File: config.mk
export PLATFORM = sky130hd
export DESIGN_NAME = pc_unit
export DESIGN_NICKNAME = d
export VERILOG_FILES = /design/src/rtl/pc_unit.sv
export SDC_FILE = /design/constraint.sdc
export NUM_CORES = 1
export LEC_CHECK = 0
export CORE_UTILIZATION = 25
export CTS_BUF_LIST = sky130_fd_sc_hd__clkbuf_4 sky130_fd_sc_hd__clkbuf_8
export DETAILED_ROUTE_END_ITERATION = 10
export GPL_TIMING_DRIVEN = 0
export SYNTH_ARGS = -nofsm -noshare
export SYNTH_HDL_FRONTEND = slang
export SYNTH_SLANG_ARGS = --single-unit
File: constraint.sdc
create_clock -name clk -period 4.08 [get_ports clk]
set_input_delay 0.816 -clock clk [delete_from_list [all_inputs] [get_ports clk]]
set_output_delay 0.816 -clock clk [all_outputs]
set_load 0.02 [all_outputs]
File: src/rtl/pc_unit.sv
// Program-counter stage: holds PC for the instruction ROM and selects the next PC.
// Also handles interrupt/exception vectoring, the kernel-mode bit and the $k0 save value.
module pc_unit #(
    parameter logic [31:0] RESET_PC = 32'h8000_0000,
    parameter logic [31:0] IRQ_VEC  = 32'h8000_0004,
    parameter logic [31:0] EXC_VEC  = 32'h8000_0008
) (
    input  logic        clk,
    input  logic        reset,
    input  logic [31:0] Instruction,
    input  logic [1:0]  PCSrc,
    input  logic        BranchCond,
    input  logic [31:0] JrTarget,
    input  logic        IRQ,
    input  logic        IllegalOp,
    input  logic        Stall,
    output logic [31:0] PC,
    output logic [31:0] PCPlus4,
    output logic        Kernel,
    output logic [31:0] ExcSave,
    output logic        ExcWrite,
    output logic        IrqTaken
);

    typedef enum logic [1:0] {
        SRC_SEQ    = 2'b00,
        SRC_BRANCH = 2'b01,
        SRC_JUMP   = 2'b10,
        SRC_JR     = 2'b11
    } pc_src_e;

    logic [31:0] r_pc;
    logic        r_pend;
    logic        r_holdoff;

    logic        w_kernel;
    logic [31:0] w_pc_plus4;
    logic [31:0] w_branch_sum;
    logic [31:0] w_branch_target;
    logic [31:0] w_jump_target;
    logic [31:0] w_path_pc;
    logic [31:0] w_next_pc;
    logic        w_exc_take;
    logic        w_irq_take;
    logic        w_leave_kernel;
    logic        w_unused;

    assign w_kernel = r_pc[31];

    // Sequential/branch arithmetic is 31 bits wide so it can never flip the mode bit.
    assign w_pc_plus4      = {r_pc[31], r_pc[30:0] + 31'd4};
    assign w_branch_sum    = w_pc_plus4 + {{14{Instruction[15]}}, Instruction[15:0], 2'b00};
    assign w_branch_target = {r_pc[31], w_branch_sum[30:0]};
    assign w_jump_target   = {w_pc_plus4[31:28], Instruction[25:0], 2'b00};

    // NOTE: every combinational output gets a default first so no latch is inferred.
    always_comb begin
        w_path_pc = w_pc_plus4;
        case (pc_src_e'(PCSrc))
            SRC_BRANCH: if (BranchCond) w_path_pc = w_branch_target;
            SRC_JUMP:   w_path_pc = w_jump_target;
            SRC_JR:     w_path_pc = JrTarget;
            default:    w_path_pc = w_pc_plus4;
        endcase
    end

    assign w_exc_take = ~Stall & IllegalOp & ~w_kernel;
    assign w_irq_take = ~Stall & ~IllegalOp & (r_pend | IRQ) & ~w_kernel & ~r_holdoff;

    always_comb begin
        w_next_pc = w_path_pc;
        if (w_exc_take)
            w_next_pc = EXC_VEC;
        else if (IllegalOp)
            w_next_pc = w_pc_plus4;     // kernel ignores illegal ops
        else if (w_irq_take)
            w_next_pc = IRQ_VEC;
    end

    // Only a jr can drop bit31, so this marks the return from a handler.
    assign w_leave_kernel = w_kernel & ~w_next_pc[31];

    // NOTE: sequential state uses non-blocking assignments only.
    always_ff @(posedge clk) begin
        if (reset) begin
            r_pc      <= RESET_PC;
            r_pend    <= 1'b0;
            r_holdoff <= 1'b0;
        end else begin
            if (w_irq_take)
                r_pend <= 1'b0;
            else if (IRQ)
                r_pend <= 1'b1;
            if (!Stall) begin
                r_pc      <= w_next_pc;
                r_holdoff <= w_leave_kernel;
            end
        end
    end

    assign PC       = r_pc;
    assign PCPlus4  = w_pc_plus4;
    assign Kernel   = w_kernel;
    assign ExcWrite = w_exc_take | w_irq_take;
    assign IrqTaken = w_irq_take;
    assign ExcSave  = w_exc_take ? w_pc_plus4 : r_pc;

    assign w_unused = ^{Instruction[31:26], w_branch_sum[31]};

endmodule

==> results.ini, run 1 <==
[status]
run_status=finished clean

[placement]
dp_hpwl_um=17200
port_buffers=161
dpl.cell_count=1145
routabilityCongestion=0.886

[drt]
route.detailed.drc=0
vias_per_cell=5.32
routedWlPerCell_um=19.3
drt-initial-drc-count=487
wl_um=22500
ant_nets=0
routed-via-count=6187
drtPass1Iterations=5

[setup_path]
critPathMostFrequentCell=clkdlybuf4s50_1
critical_path_arrival_ps=3210
critPathTopFamily=buffers and inverters
path_depth=7
startpoint_type=input port
crit_chain=clkdlybuf4s50_1 -> clkbuf_2 -> nor3_4 -> buf_4 -> nand3_1 -> xnor2_1 -> clkdlybuf4s50_1
cp-endpoint=ExcSave[9]
slowest_delay_ps=660
crit_fanout=10
ff2ff_path_depth=15
cp.required_ps=3260
r2r-start=PC[4]
crit_slowest_cell=clkdlybuf4s50_1
setup.worst_path.end_class=primary output
reg2reg_to=PC[28]
cp-startpoint=Stall
rrSetupSlack_ps=120
critPathBufInv=4
critPathKind=input port to primary output

[timing]
drv_slew=0
hold_viol=0
slew_headroom=0.241
period_share=0.987
min_period_ps=4030
rsz0062_at_grt=true
setup_viol=0
tightest_slew_ps=1130
clock_skew_ps=11.2
fmax_mhz=248

[layout]
diodes=0
nNetsFinal=1005
drive_gt1_frac=0.105
layout.cells.non_filler=1164
areaGrowthSynthToFinish_pct=48.8
fill_cells=2084
utilization=0.379

[pwr]
power_frac_comb=0.512
ir_worst_vdd_uv=96.3
power_density_nw_per_um2=188
clkPwrFrac=0.215
leakage_uw=0.00313
seqPwrFrac=0.272
p_int_uw=796
power.switching_uw=587
switching_share=0.424

[yosys]
ys_warn_count=0
synth_cell_types=77
synth_top_area_frac=0.138
syn_nets=826
synthTopCellsByCount=nand2_1 (90), nor2_1 (70), a21oi_1 (69), xnor2_1 (40)
synth_largest_area_cell=dfxtp_1
synth.avg_cell_area_um2=6.88
syn-cell-area_um2=4950
netlist_instances=719
yosysMostFrequentCell=nand2_1
synth-edff-count=0
async_flop_share=0
synth-seq-cells=34
yosys_most_used_dff=dfxtp_1
synthTopCellsByArea=dfxtp_1 (14%), ha_1 (8.6%), xnor2_1 (7.1%)
ys_seq_area_frac=0.138

[clock_network]
root_buffer=clkbuf_8
cts.path.max_buffers=2
cts_tree=yes
cts_sinks=34
cts-buffers-inserted=5
clk_pin_slew_worst_paths_ps=80
cts.htree.levels=2
insertion_delay_ps=310

[global_route]
grt_max_degree=20
grtUsageTotal=0.215
grt_pass1_vias=5709
antenna_found_initial=0
grt_pass1_wl_um=33100
grt_overflow=0

[floorplanning]
die_w_um=143
coreArea_um2=19400
die_area_um2=20400
initial_core_util=0.255
io_pins=171
dieHeight_um=143
rows=51

[job]
maxCapViolations=0

[worst_hold_path]
hold_class=flop to flop

[tightest hold or removal path: cells and delay by family (launching register included)]
family | cells | cell delay (ps)
flip-flops | 1 | 320
AND/OR/NAND/NOR | 2 | 140
[how the worst min path moves through the flow]
| stage | slack, ps | cells past startpoint | to | startpoint |
|---|---|---|---|---|
| after floorplan | 460 | 2 | r_holdoff | r_holdoff |
| after CTS | 490 | 2 | r_pend | r_pend |
| after global routing | 520 | 2 | r_pend | r_pend |
| after detailed placement | 480 | 2 | r_pend | r_pend |
| after global placement | 480 | 2 | r_pend | r_pend |
| final | 490 | 2 | r_pend | r_pend |
[layout make-up]
class	instances	area, um^2	area share
Multi-Input combinational cell	605	4190	0.569
Timing Repair Buffer	172	1700	0.231
Sequential cell	34	687	0.0933
Tap cell	265	332	0.0451
Buffer	49	240	0.0326
Inverter	31	116	0.0158
Clock buffer	6	82.6	0.0112
Clock inverter	2	12.5	0.00170
[layout by cell type, fill, tap and decap left out, types with 7 or more instances in the layout]
cell             Yosys  routed
inv_1               30      29
dfxtp_1             34      29
nand2_1             90      89
nand3_1             20      19
nor3_1              11       8
nand2b_1             9       9
a31oi_1              7       7
a22o_1               8       8
a21oi_1             69      67
xor2_1              33      28
xnor2_1             40      33
o21ai_0             34      34
o21ai_1             20      20
nand4_1              8       8
a22oi_1              9       9
a21o_1              18      18
o21a_1               7       7
buf_4                8      20
ha_1                34      31
clkbuf_1            28      25
nor2_1              70      67
clkdlybuf4s50_1      0     156
[cells by family after synthesis]
family / count (synthesis) / share of synthesized area
multiplexers: 5 / 0.0104
adder cells (fa/ha/maj): 35 / 0.0901
AND/OR/NAND/NOR: 255 / 0.252
XOR/XNOR: 74 / 0.133
flip-flops: 34 / 0.138
AO/OA/AOI/OAI: 236 / 0.308
buffers and inverters: 80 / 0.0698
[metrics by stage]
step                      power [uW]  TNS (ps)  cell area (um^2)  setup WS [ps]  hold WS (ps)
final                           1380         0              7360           53.7           492
after global placement          1050    -11810              6890           -858           479
after global routing            1450      -227              7360          -65.0           524
after detailed placement        1050    -10290              6890           -805           483
after floorplan                  768         0              4950           53.1           462
after CTS                       1350         0              7090           7.64           495
[registers in the layout, indices dropped and copies added, names as in the netlist]
| signal | count |
|---|---|
| PC | 32 |
| r_holdoff | 1 |
| r_pend | 1 |
[routing by layer]
layer	track usage	routed length, um	vias to the layer above
li1	-	-	2936
met1	0.293	10100	2905
met3	0.0389	1960	34
met2	0.343	10000	312
met4	0.0600	442	0
met5	0	0	-
[repair_timing]
action,4_1_cts,5_1_grt
hold buffers,0,0
pin swaps,1,10
setup buffers,0,11
resized for setup,23,40
endpoints found under the setup margin,38,25
[power groups by stage]
| stage | clock network (uW) | logic (uW) | registers [uW] |
|---|---|---|---|
| after floorplan | 0 | 375 | 394 |
| after global placement | 0 | 668 | 381 |
| after global routing | 311 | 759 | 380 |
| after CTS | 299 | 677 | 374 |
| after detailed placement | 0 | 669 | 381 |
| final | 298 | 709 | 377 |
Note: power is estimated with default switching activity, not from simulation.
==> inputs of run 2 (changes only) <==
--- a/config.mk
+++ b/config.mk
@@ -5,8 +5,9 @@
 export SDC_FILE = /design/constraint.sdc
 export NUM_CORES = 1
 export LEC_CHECK = 0
-export CORE_UTILIZATION = 25
+export CORE_UTILIZATION = 30
 export CTS_BUF_LIST = sky130_fd_sc_hd__clkbuf_4 sky130_fd_sc_hd__clkbuf_8
+export CTS_CLUSTER_SIZE = 14
 export DETAILED_ROUTE_END_ITERATION = 10
 export GPL_TIMING_DRIVEN = 0
 export SYNTH_ARGS = -nofsm -noshare
==> results.ini, run 2 (synthesis gave the netlist of run 1 again) <==
[pwr]
p_int_uw=781
ir_worst_vdd_uv=93.6
power.switching_uw=573
switching_share=0.423
leakage_uw=0.00307
power_density_nw_per_um2=187
seqPwrFrac=0.278
power_frac_comb=0.519
clkPwrFrac=0.203

[layout]
final_common_cell=clkdlybuf4s50_1
largest_register_ffs=32
fill_cells=1681
drive_gt1_frac=0.0972
final_area_um2=7230
diodes=0
layout_common_cells=clkdlybuf4s50_1 (155), nand2_1 (90), nor2_1 (68)
nNetsFinal=1002
areaGrowthSynthToFinish_pct=46.2

[setup_path]
setup.worst_path.end_class=primary output
cp.required_ps=3260
critical_path_arrival_ps=3240
ff2ff_path_depth=16
crit_slowest_cell=clkdlybuf4s50_1
critPathKind=input port to primary output
cp-startpoint=Stall
startpoint_type=input port
r2r-start=PC[4]
crit_chain=clkdlybuf4s50_1 -> clkbuf_2 -> nor3_4 -> clkbuf_4 -> nand3_1 -> xnor2_1 -> clkdlybuf4s50_1
cp-endpoint=ExcSave[9]
critPathMostFrequentCell=clkdlybuf4s50_1
rrSetupSlack_ps=70
reg2reg_to=PC[30]
slowest_delay_ps=670
crit_fanout=10

[placement]
routabilityCongestion=0.923
placed_area_um2=6830
port_buffers=161
pre_cts_ws_ps=-760
dp_hpwl_um=16600

[timing]
drv_slew=0
tightest_slew_ps=1040
setup_slack_ps=23.1
rsz0062_at_grt=true
period_share=0.994
clock_skew_ps=16.0
min_period_ps=4060
fmax_mhz=246
setup_viol=0
slew_headroom=0.305
hold_viol=0

[job]
maxCapViolations=0

[clock_network]
cts.path.max_buffers=2
cts_tree=yes
root_buffer=clkbuf_8
insertion_delay_ps=300
cts-buffers-inserted=5
cts_sinks=34
clk_pin_slew_worst_paths_ps=80
cts.htree.levels=2

[drt]
vias_per_cell=5.55
route.detailed.drc=0
drtPass1Iterations=6
wl_um=21600
routedWlPerCell_um=19.4
routed-via-count=6167
drt-initial-drc-count=581
ant_nets=0

[global_route]
grt_pass1_vias=5770
antenna_found_initial=0
grt_pass1_wl_um=32400
grt_overflow=0
grt_max_degree=20
grtUsageTotal=0.251

[floorplanning]
die_area_um2=17000
dieHeight_um=130
initial_core_util=0.309
io_pins=171
die_w_um=130
coreArea_um2=16000
rows=46

[worst_hold_path]
hold_class=flop to flop

[status]
run_status=finished clean

run 2: per-layer routing:
layer | vias to the layer above | part of all wire | track usage
li1 | 2926 | - | -
met3 | 42 | 0.11 | 0.0407
met1 | 2832 | 0.44 | 0.356
met2 | 367 | 0.43 | 0.391
met5 | - | 0 | 0
met4 | 0 | 0.025 | 0.0690
run 2: worst max-delay path: cells and delay by family:
kind,cells,cell delay [ps]
and+or+nand+nor,2,470
buffers and inverters,4,1670
xor gates and xnor gates,1,270
run 2: through the flow:
stage	utilization	power, uW	setup TNS (ps)	std cells	hold WS, ps
after global routing	0.452	1410	-115	1111	518
final	0.452	1350	0	1111	507
after detailed placement	0.427	1050	-9450	1096	489
after floorplan	-	768	0	719	462
after CTS	0.440	1320	-10.0	1103	503
after global placement	0.427	1050	-10150	1096	477
run 2: worst min-delay path by stage:
stage	start	endpoint	slack [ps]	depth (start not counted)
2_1_floorplan	r_holdoff	r_holdoff	460	2
3_3_place_gp	r_pend	r_pend	480	2
3_5_place_dp	r_pend	r_pend	490	2
4_1_cts	r_pend	r_pend	500	2
5_1_grt	r_pend	r_pend	520	2
6_report	r_pend	r_pend	510	2
run 2: power groups by stage:
stage | clock [uW] | sequential [uW] | combinational, uW
after CTS | 269 | 375 | 676
after global routing | 281 | 380 | 754
after global placement | 0 | 382 | 666
after floorplan | 0 | 394 | 375
final | 274 | 377 | 703
after detailed placement | 0 | 381 | 666
run 2: what timing repair did:
item / 4_1_cts / 5_1_grt
resized for setup: 28 / 31
pin swaps: 2 / 8
hold buffers: 0 / 0
setup buffers: 0 / 8
setup endpoints to repair: 37 / 18
run 2: final cells by class:
cell class / count / area, um^2 / share of cell area
clock buffers: 6 / 76.3 / 0.0106
repair buffers: 169 / 1680 / 0.232
flip-flops and latches: 34 / 688 / 0.0952
clock inverters: 1 / 7.51 / 0.00104
inverters: 31 / 116 / 0.0161
plain buffers: 49 / 243 / 0.0336
multi-input cells: 605 / 4150 / 0.574
well taps: 216 / 270 / 0.0374
==> inputs of run 3 (changes only) <==
--- a/config.mk
+++ b/config.mk
@@ -10,6 +10,7 @@
 export CTS_CLUSTER_SIZE = 14
 export DETAILED_ROUTE_END_ITERATION = 10
 export GPL_TIMING_DRIVEN = 0
+export HOLD_SLACK_MARGIN = 0.15
 export SYNTH_ARGS = -nofsm -noshare
 export SYNTH_HDL_FRONTEND = slang
 export SYNTH_SLANG_ARGS = --single-unit
==> results of run 3 <==
The final DEF is identical to that of run 2; final timing and power are the same.
